==> src/rtl/pipe_addsub.sv <==
// pipe_addsub: slice-pipelined adder/subtractor, SLICE bits resolved per stage, valid/ready flow control
module pipe_addsub #(
  parameter int WIDTH = 16,
  parameter int SLICE = 4
) (
  input  logic             clk,
  input  logic             rst_n,
  input  logic             in_valid,
  output logic             in_ready,
  input  logic [WIDTH-1:0] a,
  input  logic [WIDTH-1:0] b,
  input  logic             c_in,
  input  logic             sub,
  output logic             out_valid,
  input  logic             out_ready,
  output logic [WIDTH-1:0] sum,
  output logic             c_out,
  output logic             ovf
);
  localparam int STAGES = WIDTH / SLICE;
  logic [STAGES-1:0]            valid_q, valid_d, c_q, c_d, ci;
  logic [STAGES-1:0][WIDTH-1:0] a_q, a_d, b_q, b_d, s_q, s_d, si;
  logic [STAGES-1:0][SLICE:0]   r;
  logic                         ovf_q, ovf_d, adv;
  assign adv       = !valid_q[STAGES-1] || out_ready;
  assign in_ready  = adv;
  assign out_valid = valid_q[STAGES-1];
  assign sum       = s_q[STAGES-1];
  assign c_out     = c_q[STAGES-1];
  assign ovf       = ovf_q;
  // a_d/b_d double as each stage's operand inputs; B is pre-inverted at entry for subtraction
  always_comb begin
    valid_d[0] = in_valid;
    a_d[0]     = a;
    b_d[0]     = sub ? ~b : b;
    si[0]      = '0;
    ci[0]      = sub ? 1'b1 : c_in;
    for (int k = 1; k < STAGES; k++) begin
      valid_d[k] = valid_q[k-1];
      a_d[k]     = a_q[k-1];
      b_d[k]     = b_q[k-1];
      si[k]      = s_q[k-1];
      ci[k]      = c_q[k-1];
    end
    for (int k = 0; k < STAGES; k++) begin
      r[k]   = {1'b0, a_d[k][k*SLICE +: SLICE]} + {1'b0, b_d[k][k*SLICE +: SLICE]} + {{SLICE{1'b0}}, ci[k]};
      s_d[k] = si[k];
      s_d[k][k*SLICE +: SLICE] = r[k][SLICE-1:0];
      c_d[k] = r[k][SLICE];
    end
    ovf_d = a_d[STAGES-1][WIDTH-1] ^ b_d[STAGES-1][WIDTH-1] ^ s_d[STAGES-1][WIDTH-1] ^ c_d[STAGES-1];
  end
  always_ff @(posedge clk) begin
    if (!rst_n) begin
      valid_q <= '0;
      a_q     <= '0;
      b_q     <= '0;
      s_q     <= '0;
      c_q     <= '0;
      ovf_q   <= 1'b0;
    end else if (adv) begin
      valid_q <= valid_d;
      a_q     <= a_d;
      b_q     <= b_d;
      s_q     <= s_d;
      c_q     <= c_d;
      ovf_q   <= ovf_d;
    end
  end
endmodule
==> config.mk <==
export PLATFORM = sky130hd
export DESIGN_NAME = pipe_addsub
export DESIGN_NICKNAME = d
export VERILOG_FILES = /design/src/rtl/pipe_addsub.sv
export SDC_FILE = /design/constraint.sdc
export NUM_CORES = 1
export LEC_CHECK = 0
export ABC_CLOCK_PERIOD_IN_PS = 7400
export BUFFER_PORTS_ARGS = -buffer_cell sky130_fd_sc_hd__buf_2
export CAP_MARGIN = 20
export CELL_PAD_IN_SITES_DETAIL_PLACEMENT = 0
export CELL_PAD_IN_SITES_GLOBAL_PLACEMENT = 1
export CORE_MARGIN = 4
export CORE_UTILIZATION = 45
export DETAILED_ROUTE_END_ITERATION = 16
export PLACE_DENSITY = 0.85
export SYNTH_ARGS = -nofsm -noshare
export SYNTH_HDL_FRONTEND = slang
export SYNTH_SLANG_ARGS = --single-unit
export TNS_END_PERCENT = 1
==> constraint.sdc <==
create_clock -name clk -period 7.4 [get_ports clk]
set_input_delay 1.48 -clock clk [delete_from_list [all_inputs] [get_ports clk]]
set_output_delay 1.48 -clock clk [all_outputs]
set_load 0.01 [all_outputs]
==> results of run 1 <==
final cells by class:
cell class | count | area share [%]
repair buffers | 60 | 6.543
well taps | 108 | 2.872
inverters | 5 | 0.4255
clock inverters | 5 | 1.835
flip-flops and latches | 97 | 41.28
clock buffers | 11 | 3.218
multi-input cells | 332 | 43.83
sequential cells by signal (all words and copies together) (netlist names):
| signal | flops |
|---|---|
| a_d | 24 |
| b_d | 24 |
| s_d | 24 |
| sum | 16 |
| c_q | 4 |
| valid_q | 4 |
| ovf | 1 |
per-layer routing:
metal | vias to the layer above | wire length [µm] | GRT usage, %
met4 | 0 | 96 | 5.904
met3 | 7 | 236 | 2.404
met2 | 43 | 3245 | 22.28
met1 | 1365 | 4034 | 21.82
li1 | 1621 | - | -
met5 | - | 0 | 0
worst max-delay path: cells and delay by family:
| kind | cells | cell delay, ns |
|---|---|---|
| and+or+nand+nor | 1 | 0.11 |
| buffers and inverters | 3 | 1.14 |
cells in the mapped netlist:
library cell,number,area [µm²]
o21ai_1,1,5.000
buf_4,4,30.03
o21ai_0,6,30.03
buf_6,1,11.26
inv_1,4,15.01
o211a_1,17,170.2
buf_2,19,95.09
xor2_1,5,43.79
ha_1,12,150.1
a21boi_0,54,405.4
xnor2_1,16,140.1
a21boi_1,17,127.6
dfxtp_1,97,1942
o221ai_1,3,26.28
nand2_1,162,608.1
nand4_1,3,18.77
clkbuf_1,10,37.54
nor2_1,2,7.510
or2_2,1,6.260
nand3_1,1,5.000
nor2b_1,1,6.260
inv_2,1,3.750
o21a_1,1,7.510
fa_1,8,160.2
nand3b_1,3,22.52
a21o_1,7,52.55
nor2b_4,1,13.76
a21oi_1,11,55.05
metrics by stage:
stage	cell area [µm²]	hold slack (ns)	instances	utilization (%)	worst slack [ns]
3_5_place_dp	4467	0.4444	602	50.24	3.128
4_1_cts	4705	0.4551	618	52.91	3.130
2_1_floorplan	4197	0.4310	468	-	3.981
6_report	4705	0.4511	618	52.91	3.139
5_1_grt	4705	0.4795	618	52.91	2.993
3_3_place_gp	4467	0.4357	602	50.24	3.139
power groups by stage:
stage / Sequential (mW) / Clock [mW] / Combinational, mW
after floorplan: 0.584 / 0 / 0.0806
after global placement: 0.586 / 0 / 0.109
after detailed placement: 0.587 / 0 / 0.111
after CTS: 0.575 / 0.405 / 0.112
after global routing: 0.581 / 0.430 / 0.129
final: 0.575 / 0.393 / 0.110
logic make-up (layout without fill, tap and decap cells):
| family | Yosys count | count (layout) | share of synthesized area (%) |
|---|---|---|---|
| adder cells (fa/ha/maj) | 20 | 20 | 7.394 |
| XOR/XNOR | 21 | 21 | 4.383 |
| AND/OR/NAND/NOR | 174 | 174 | 16.40 |
| AO/OA/AOI/OAI | 117 | 117 | 20.96 |
| buffers and inverters | 39 | 81 | 4.591 |
| flip-flops | 97 | 97 | 46.27 |
path summary, 6_finish.rpt:
path	from	endpoint	slack, ns
min	sum[4]	sum[4]	0.45
max	out_ready	in_ready	3.14
max reg2reg	valid_q[3]	s_d[19]	5.27
min reg2reg	sum[4]	sum[4]	0.45
==> metrics, run 1 <==
Seq/Total Area, Yosys a little under half; static leakage between 2 and 2.5 nW; Max-cap violations 0; worst path required time 5.92 ns; # resized after CTS 0; Slew @ Worst Pin 0.8578 ns; PwrDens between 200 and 250 mW/mm²; worst vdd ir roughly 0.11 mV; clock network fraction of design power about 37%; yosys warns 0; worst path cell trace buf_2, nor2b_4, clkinv_2, buf_2; Hold Path Class reg2reg; Detailed Route WL approximately 7.6 mm; CP max-delay cell clkinv_2; WL/cell 12.32 µm; Via density between 4 and 5; vias in the first global route between 2000 and 3000; number of diodes 0; Crit path largest cell delay approximately 0.63 ns; Clk Latency, worst-skew pair 0.35 ns; final setup fails 0; ANT nets after route 0; Peak Freq 234.7 MHz; Switching Share 23.64%; Cell Area, Synth about 0.0042 mm²; RSZ-0062 raised after global routing no; port buffer count 57; Cells on Worst Hold Path 2; ratio of cells with drive above 1 in the final layout around 15%; Worst-path clk slew ~0.090 ns; CTS Buf Count 9; Slew headroom between 40% and 50%; clk sinks 97; Final Net Count between 500 and 600; multi-input logic area about 0.0021 mm²; Die H roughly 100 µm; Startpoint Class input port; sequential power share a little over half; FF+latch area between 0.0015 and 0.002 mm²; fill cell count between 800 and 900; minimum clock period between 4 and 5 ns; Critical Path Most Common Cell buf_2; CORE AREA between 0.008 and 0.009 mm²; drt drc 0; Die ar. ~0.011 mm²; area grow syn2layout 12.10%; total congestion overflow 0; initial core utilization 47.20%; global-route wire length before repair between 10 and 15 mm; P_int 0.8229 mW; GPL Wtd Cong ~0.75; fin crit share roughly 58%; sum of negative setup slack 0 ns; Max Slew Vio Count 0; critical path data arrival time about 2.8 ns; DRT iter0 DRCs roughly 110; Sw Pwr about 0.25 mW; outcome finished clean; worst-case reg-to-reg path depth 5; hold_buf cts 0; H-tree depth 3; Post-DP HPWL about 4.9 mm; Comb pwr share roughly a tenth; most frequent cells in the layout 162 x nand2_1, 97 x dfxtp_1, 57 x buf_2, 54 x a21boi_0; # Post-CTS Setup Buffers 0; TritonCTS clock tree done; total number of vias around 3000; Syn Area/Cell 8.967 µm²; Clock Path Buffers 2; row count 34; Root Driver clkbuf_8; maximum fanout along the worst path 67; Yosys cell types 28; Setup crit end kind primary output; synthesized instance count about 470; largest net degree at the start of global routing 105; total power draw around 1.1 mW; I/O pin count 58; most common cell after layout, fill and taps aside nand2_1; chip width between 100 and 150 µm; #FFs+latches synth 97; 1st-pass router iterations 4; initial antenna violation count 0; clk_skew between 0.009 and 0.01 ns; Total GRT Usage between 10% and 20%; Final Hold Viols 0; kind of critical path in2out; post-synth net total between 500 and 600
Note: power is estimated with default switching activity, not from simulation.
==> run 2: changes to the inputs <==
- ABC_CLOCK_PERIOD_IN_PS: 7400 -> 4019
- CORE_UTILIZATION: 45 -> 43
- PLACE_DENSITY: 0.85 -> 0.82
- clock period: 7.4 -> 4.02 ns (I/O delays scaled with it)
==> metrics, run 2 (same netlist as run 1, synthesis figures left out) <==
initial antenna violation count 0 (unchanged); most common cell after layout, fill and taps aside nand2_1; number of diodes 0 (unchanged); GPL Wtd Cong 0.7133 (-4.8%); CP max-delay cell fa_1; ANT nets after route 0 (unchanged); Placed Cells 623 (+3.5%); outcome finished clean; H-tree depth 3 (unchanged); worst path required time 4.23 ns (-1.69 ns); PwrDens 417.1 mW/mm² (+82%); Final Net Count 563 (unchanged); largest net degree at the start of global routing 101 (-3.8%); drt drc 0 (unchanged); Post-DP HPWL 4.977 mm (+0.99%); Metal-1 WL 4.008 mm (-0.64%); row count 35 (+2.9%); fin crit share a little over 60%; Final Hold Viols 0 (unchanged); Root Driver clkbuf_8; port buffer count 57 (unchanged); Met2 Wirelength 3.280 mm (+1.1%); total number of vias 3042 (+0.20%); most frequent cells in the layout 162 x nand2_1, 97 x dfxtp_1, 57 x buf_2, 54 x a21boi_0; maximum fanout along the worst path 17 (-75%); vias in the first global route 2878 (-2.2%); critical path data arrival time 2.64 ns (-0.14 ns); Slew headroom 40.24% (-2.6 points); Via density 4.761 (-3.1%); # Post-CTS Setup Buffers 0 (unchanged); Crit path largest cell delay 0.42 ns (-0.21 ns); DRT iter0 DRCs 93 (-16%); Max Slew Vio Count 0 (unchanged); Startpoint Class input port; area grow syn2layout 12.52%; Critical path buffers and inverters 1 (-2); # resized after CTS 0 (unchanged); WL/cell 12.11 µm (-1.7%); Worst-path clk slew 0.10 ns (about the same); max layer used met4; Max-cap violations 0 (unchanged); 1st-pass router iterations 5 (+1); RSZ-0062 raised after global routing no; total congestion overflow 0 (unchanged); Total GRT Usage 14.48% (-0.50 points); sum of negative setup slack 0 ns (unchanged); chip width 106.8 µm (+2.1%); final setup fails 0 (unchanged); ratio of cells with drive above 1 in the final layout 15.49% (unchanged); kind of critical path in2reg; fin cells 639 (+3.4%); hold_buf cts 0 (unchanged); global-route wire length before repair 13.50 mm (-1.6%); worst vdd ir 0.1869 mV (+67%); static leakage 2.121 nW (-0.17%); clk sinks 97 (unchanged); Die H 106.8 µm (+2.1%); Setup crit end kind register; CTS Buf Count 9 (unchanged); Die ar. 0.01140 mm² (+4.3%); TritonCTS clock tree done; Slew @ Worst Pin 0.8964 ns (+0.03861 ns); initial core utilization 44.78% (-2.4 points); Clk Latency, worst-skew pair 0.36 ns (about the same); CORE AREA 0.009371 mm² (+5.4%); Detailed Route WL 7.738 mm (+1.6%); cell family with most CP delay adder cells; worst path cell trace buf_2, or2_2, fa_1, fa_1, a21o_1, a21oi_1, a21oi_1; Hold Path Class reg2reg; Peak Freq 411.8 MHz; clk_skew 0.008938 ns (-0.0001741 ns); I/O pin count 58 (unchanged); met3 wire length 374 µm (+58%); Clock Path Buffers 2 (unchanged); minimum clock period about 2.4 ns
run 2: cell types whose count changed in the layout (fill, tap and decap cells not counted):
cell,previous run,this run
clkinv_4,2,3
inv_6,1,0
clkbuf_8,11,10
clkinv_2,1,2
run 2: worst paths after layout:
path / to / slack (ns) / from / cells past startpoint
max: c_q[0] / 1.59 / sub / 7
min: sum[4] / 0.45 / sum[4] / 2
max reg2reg: ovf / 1.97 / c_q[2] / 6
min reg2reg: sum[4] / 0.45 / sum[4] / 2
run 2: final cells by class:
cell class / count / area (µm²)
well taps: 129 / 161.4
clock inverters: 6 / 91.34
flip-flops and latches: 97 / 1942
clock buffers: 10 / 137.6
fillers: 965 / 4649
inverters: 5 / 20.02
repair buffers: 60 / 307.8
multi-input cells: 332 / 2062
run 2: metrics by stage:
stage                     worst slack (ns)  utilization (%)  instance area, µm²  hold slack (ns)  total power, mW
after CTS                            1.597            50.39                4722           0.4535            1.993
after detailed placement             1.206            47.94                4493           0.4419            1.284
after floorplan                      1.309                -                4197           0.4310            1.224
final                                1.592            50.39                4722           0.4499            1.969
after global routing                 1.489            50.39                4722           0.4722            2.070
after global placement               1.253            47.94                4493           0.4366            1.279
run 2: power by group:
group	leakage, nW	internal [mW]	total (mW)	switching (mW)
registers	0.797	1.02	1.06	0.0351
clock network	0.116	0.370	0.710	0.341
logic	1.21	0.101	0.201	0.0991
run 2: per-layer routing:
| layer | up-vias | GRT usage (%) |
|---|---|---|
| li1 | 1624 | - |
| met1 | 1359 | 20.51 |
| met2 | 52 | 21.49 |
| met3 | 7 | 3.793 |
| met4 | 0 | 4.658 |
| met5 | - | 0 |
run 2: worst min-delay path: cells and delay by family, from the launching register on:
kind	cells	cell delay (ns)
AO/OA/AOI/OAI	1	0.05
flip-flops	1	0.32
AND/OR/NAND/NOR	1	0.05
==> run 3: changes to the inputs <==
- ABC_CLOCK_PERIOD_IN_PS: 4019 -> 1950
- CORE_UTILIZATION: 43 -> 39
- PLACE_DENSITY: 0.82 -> 0.78
- clock period: 4.02 -> 1.95 ns (I/O delays scaled with it)
==> metrics, run 3 (same netlist as run 1, synthesis figures left out) <==
outcome finished clean; number of diodes 0 (unchanged); PwrDens 811.9 mW/mm² (+95%); flop-to-flop setup slack 0.08 ns (-1.89 ns); CORE AREA 0.01042 mm² (+11%); minimum clock period ~1.9 ns; Via density 4.765 (about the same); most common cell after layout, fill and taps aside nand2_1; Max-cap violations 0 (unchanged); Final Hold Viols 0 (unchanged); static leakage 2.137 nW (+0.74%); GPL Wtd Cong 0.7300 (+2.3%); global-route wire length before repair 13.76 mm (+1.9%); sequential power share 56.2% (+2.5 points); Final Net Count 567 (+0.71%); final setup fails 0 (unchanged); Comb pwr share 11.1% (+0.9 points); hold_sp a[13]; WL/cell 12.11 µm (about the same); Clock Path Buffers 2 (unchanged); Placed Cells 634 (+1.8%); ANT nets after route 0 (unchanged); Detailed Route WL 7.870 mm (+1.7%); total congestion overflow 0 (unchanged); worst vdd ir 0.4364 mV (+130%); Slew @ Worst Pin 0.3870 ns (-0.5094 ns); H-tree depth 3 (unchanged); RSZ-0062 raised after global routing no; DRT iter0 DRCs 197 (+110%); Clk Latency, worst-skew pair 0.35 ns (about the same); largest net degree at the start of global routing 105 (+4.0%); I/O pin count 58 (unchanged); Post-DP HPWL 5.321 mm (+6.9%); Min-Delay Endpoint a_d[29]; final hold slack 0.2751 ns (-0.1748 ns); P_int 2.922 mW (+95%); fill cell count 1063 (+10%); Cells on Worst Hold Path 3 (+1); FF+latch area 0.001942 mm² (unchanged); most frequent cells in the layout 162 x nand2_1, 97 x dfxtp_1, 57 x buf_2, 54 x a21boi_0; row count 37 (+5.7%); Startpoint Class register; worst-case reg-to-reg path depth 6 (unchanged); drt drc 0 (unchanged); fin crit share between 90% and 100%; clock network fraction of design power 32.7% (-3.4 points); clk sinks 97 (unchanged); Die H 111.7 µm (+4.6%); CTS Buf Count 9 (unchanged); initial core utilization 40.29% (-4.5 points); Peak Freq 535.8 MHz; Switching Share 24.69% (+0.57 points); clk_skew 0.009316 ns (+0.0003784 ns); Sw Pwr 0.9577 mW (+100%); critical path data arrival time 2.10 ns (-0.54 ns); initial antenna violation count 0 (unchanged); FF-to-FF End ovf; Total GRT Usage 13.17% (-1.3 points); 1st-pass router iterations 4 (-1); Hold Path Class in2reg; Slew headroom 74.20% (+34 points); chip width 111.7 µm (+4.6%); TritonCTS clock tree done; Reg2Reg Launch Point c_q[2]; port buffer count 57 (unchanged); Max Slew Vio Count 0 (unchanged); worst path required time 2.19 ns (-2.04 ns); Worst-path clk slew 0.09 ns (about the same); area grow syn2layout 13.86%; vias in the first global route 2967 (+3.1%); kind of critical path reg2reg; total number of vias 3097 (+1.8%); fin cells 650 (+1.7%); Root Driver clkbuf_8; ratio of cells with drive above 1 in the final layout 16.93% (+1.4 points); maximum fanout along the worst path 2 (-15); multi-input logic area 0.002076 mm² (+0.67%); Die ar. 0.01248 mm² (+9.5%); Setup crit end kind register
## run 3: worst max-delay path: stages (launching register included)
cell     delay [ns]
dfxtp_1        0.34
fa_1           0.46
fa_2           0.37
a21o_1         0.20
a21oi_2        0.16
xnor2_1        0.14
a21oi_1        0.08
## run 3: worst max-delay path by stage
stage | start | end
2_1_floorplan | sub | c_q[0]
3_3_place_gp | sub | c_q[0]
3_5_place_dp | sub | c_q[0]
4_1_cts | c_q[2] | ovf
5_1_grt | c_q[2] | ovf
6_report | c_q[2] | ovf
## run 3: stage by stage
step | setup TNS, ns | setup WS, ns | power, mW | util (%) | area [µm²]
final | 0 | 0.08360 | 3.879 | 45.87 | 4778
after global placement | -0.2163 | -0.09996 | 2.651 | 43.94 | 4577
after global routing | 0 | 0.003942 | 4.100 | 45.87 | 4778
after detailed placement | -0.3929 | -0.1181 | 2.664 | 43.94 | 4577
after CTS | 0 | 0.01848 | 3.936 | 45.85 | 4776
after floorplan | -0.4885 | -0.1941 | 2.530 | - | 4224
## run 3: cell type report
class,instances,area share (%)
Timing Repair Buffer,64,7.855
Sequential cell,97,40.64
Clock buffer,9,2.592
Tap cell,136,3.561
Multi-Input combinational cell,332,43.44
Clock inverter,7,1.493
Inverter,5,0.4190
## run 3: timing repair
item                                    in CTS  in global routing
endpoints found under the setup margin       1                  2
setup buffers                                0                  0
gates resized for setup                      1                  1
hold buffers                                 0                  0
## run 3: power by group through the flow
stage,combinational [mW],clock (mW),sequential [mW]
after floorplan,0.314,0,2.22
after global placement,0.425,0,2.23
after detailed placement,0.436,0,2.23
after CTS,0.440,1.31,2.18
after global routing,0.503,1.40,2.20
final,0.431,1.27,2.18
## run 3: metal layers
layer / part of all wire, % / wire [µm] / GRT usage, %
met3: 4.6 / 365 / 3.641
met5: 0 / 0 / 0
met1: 50 / 3922 / 18.12
met4: 1.1 / 85 / 3.893
met2: 44 / 3498 / 20.22
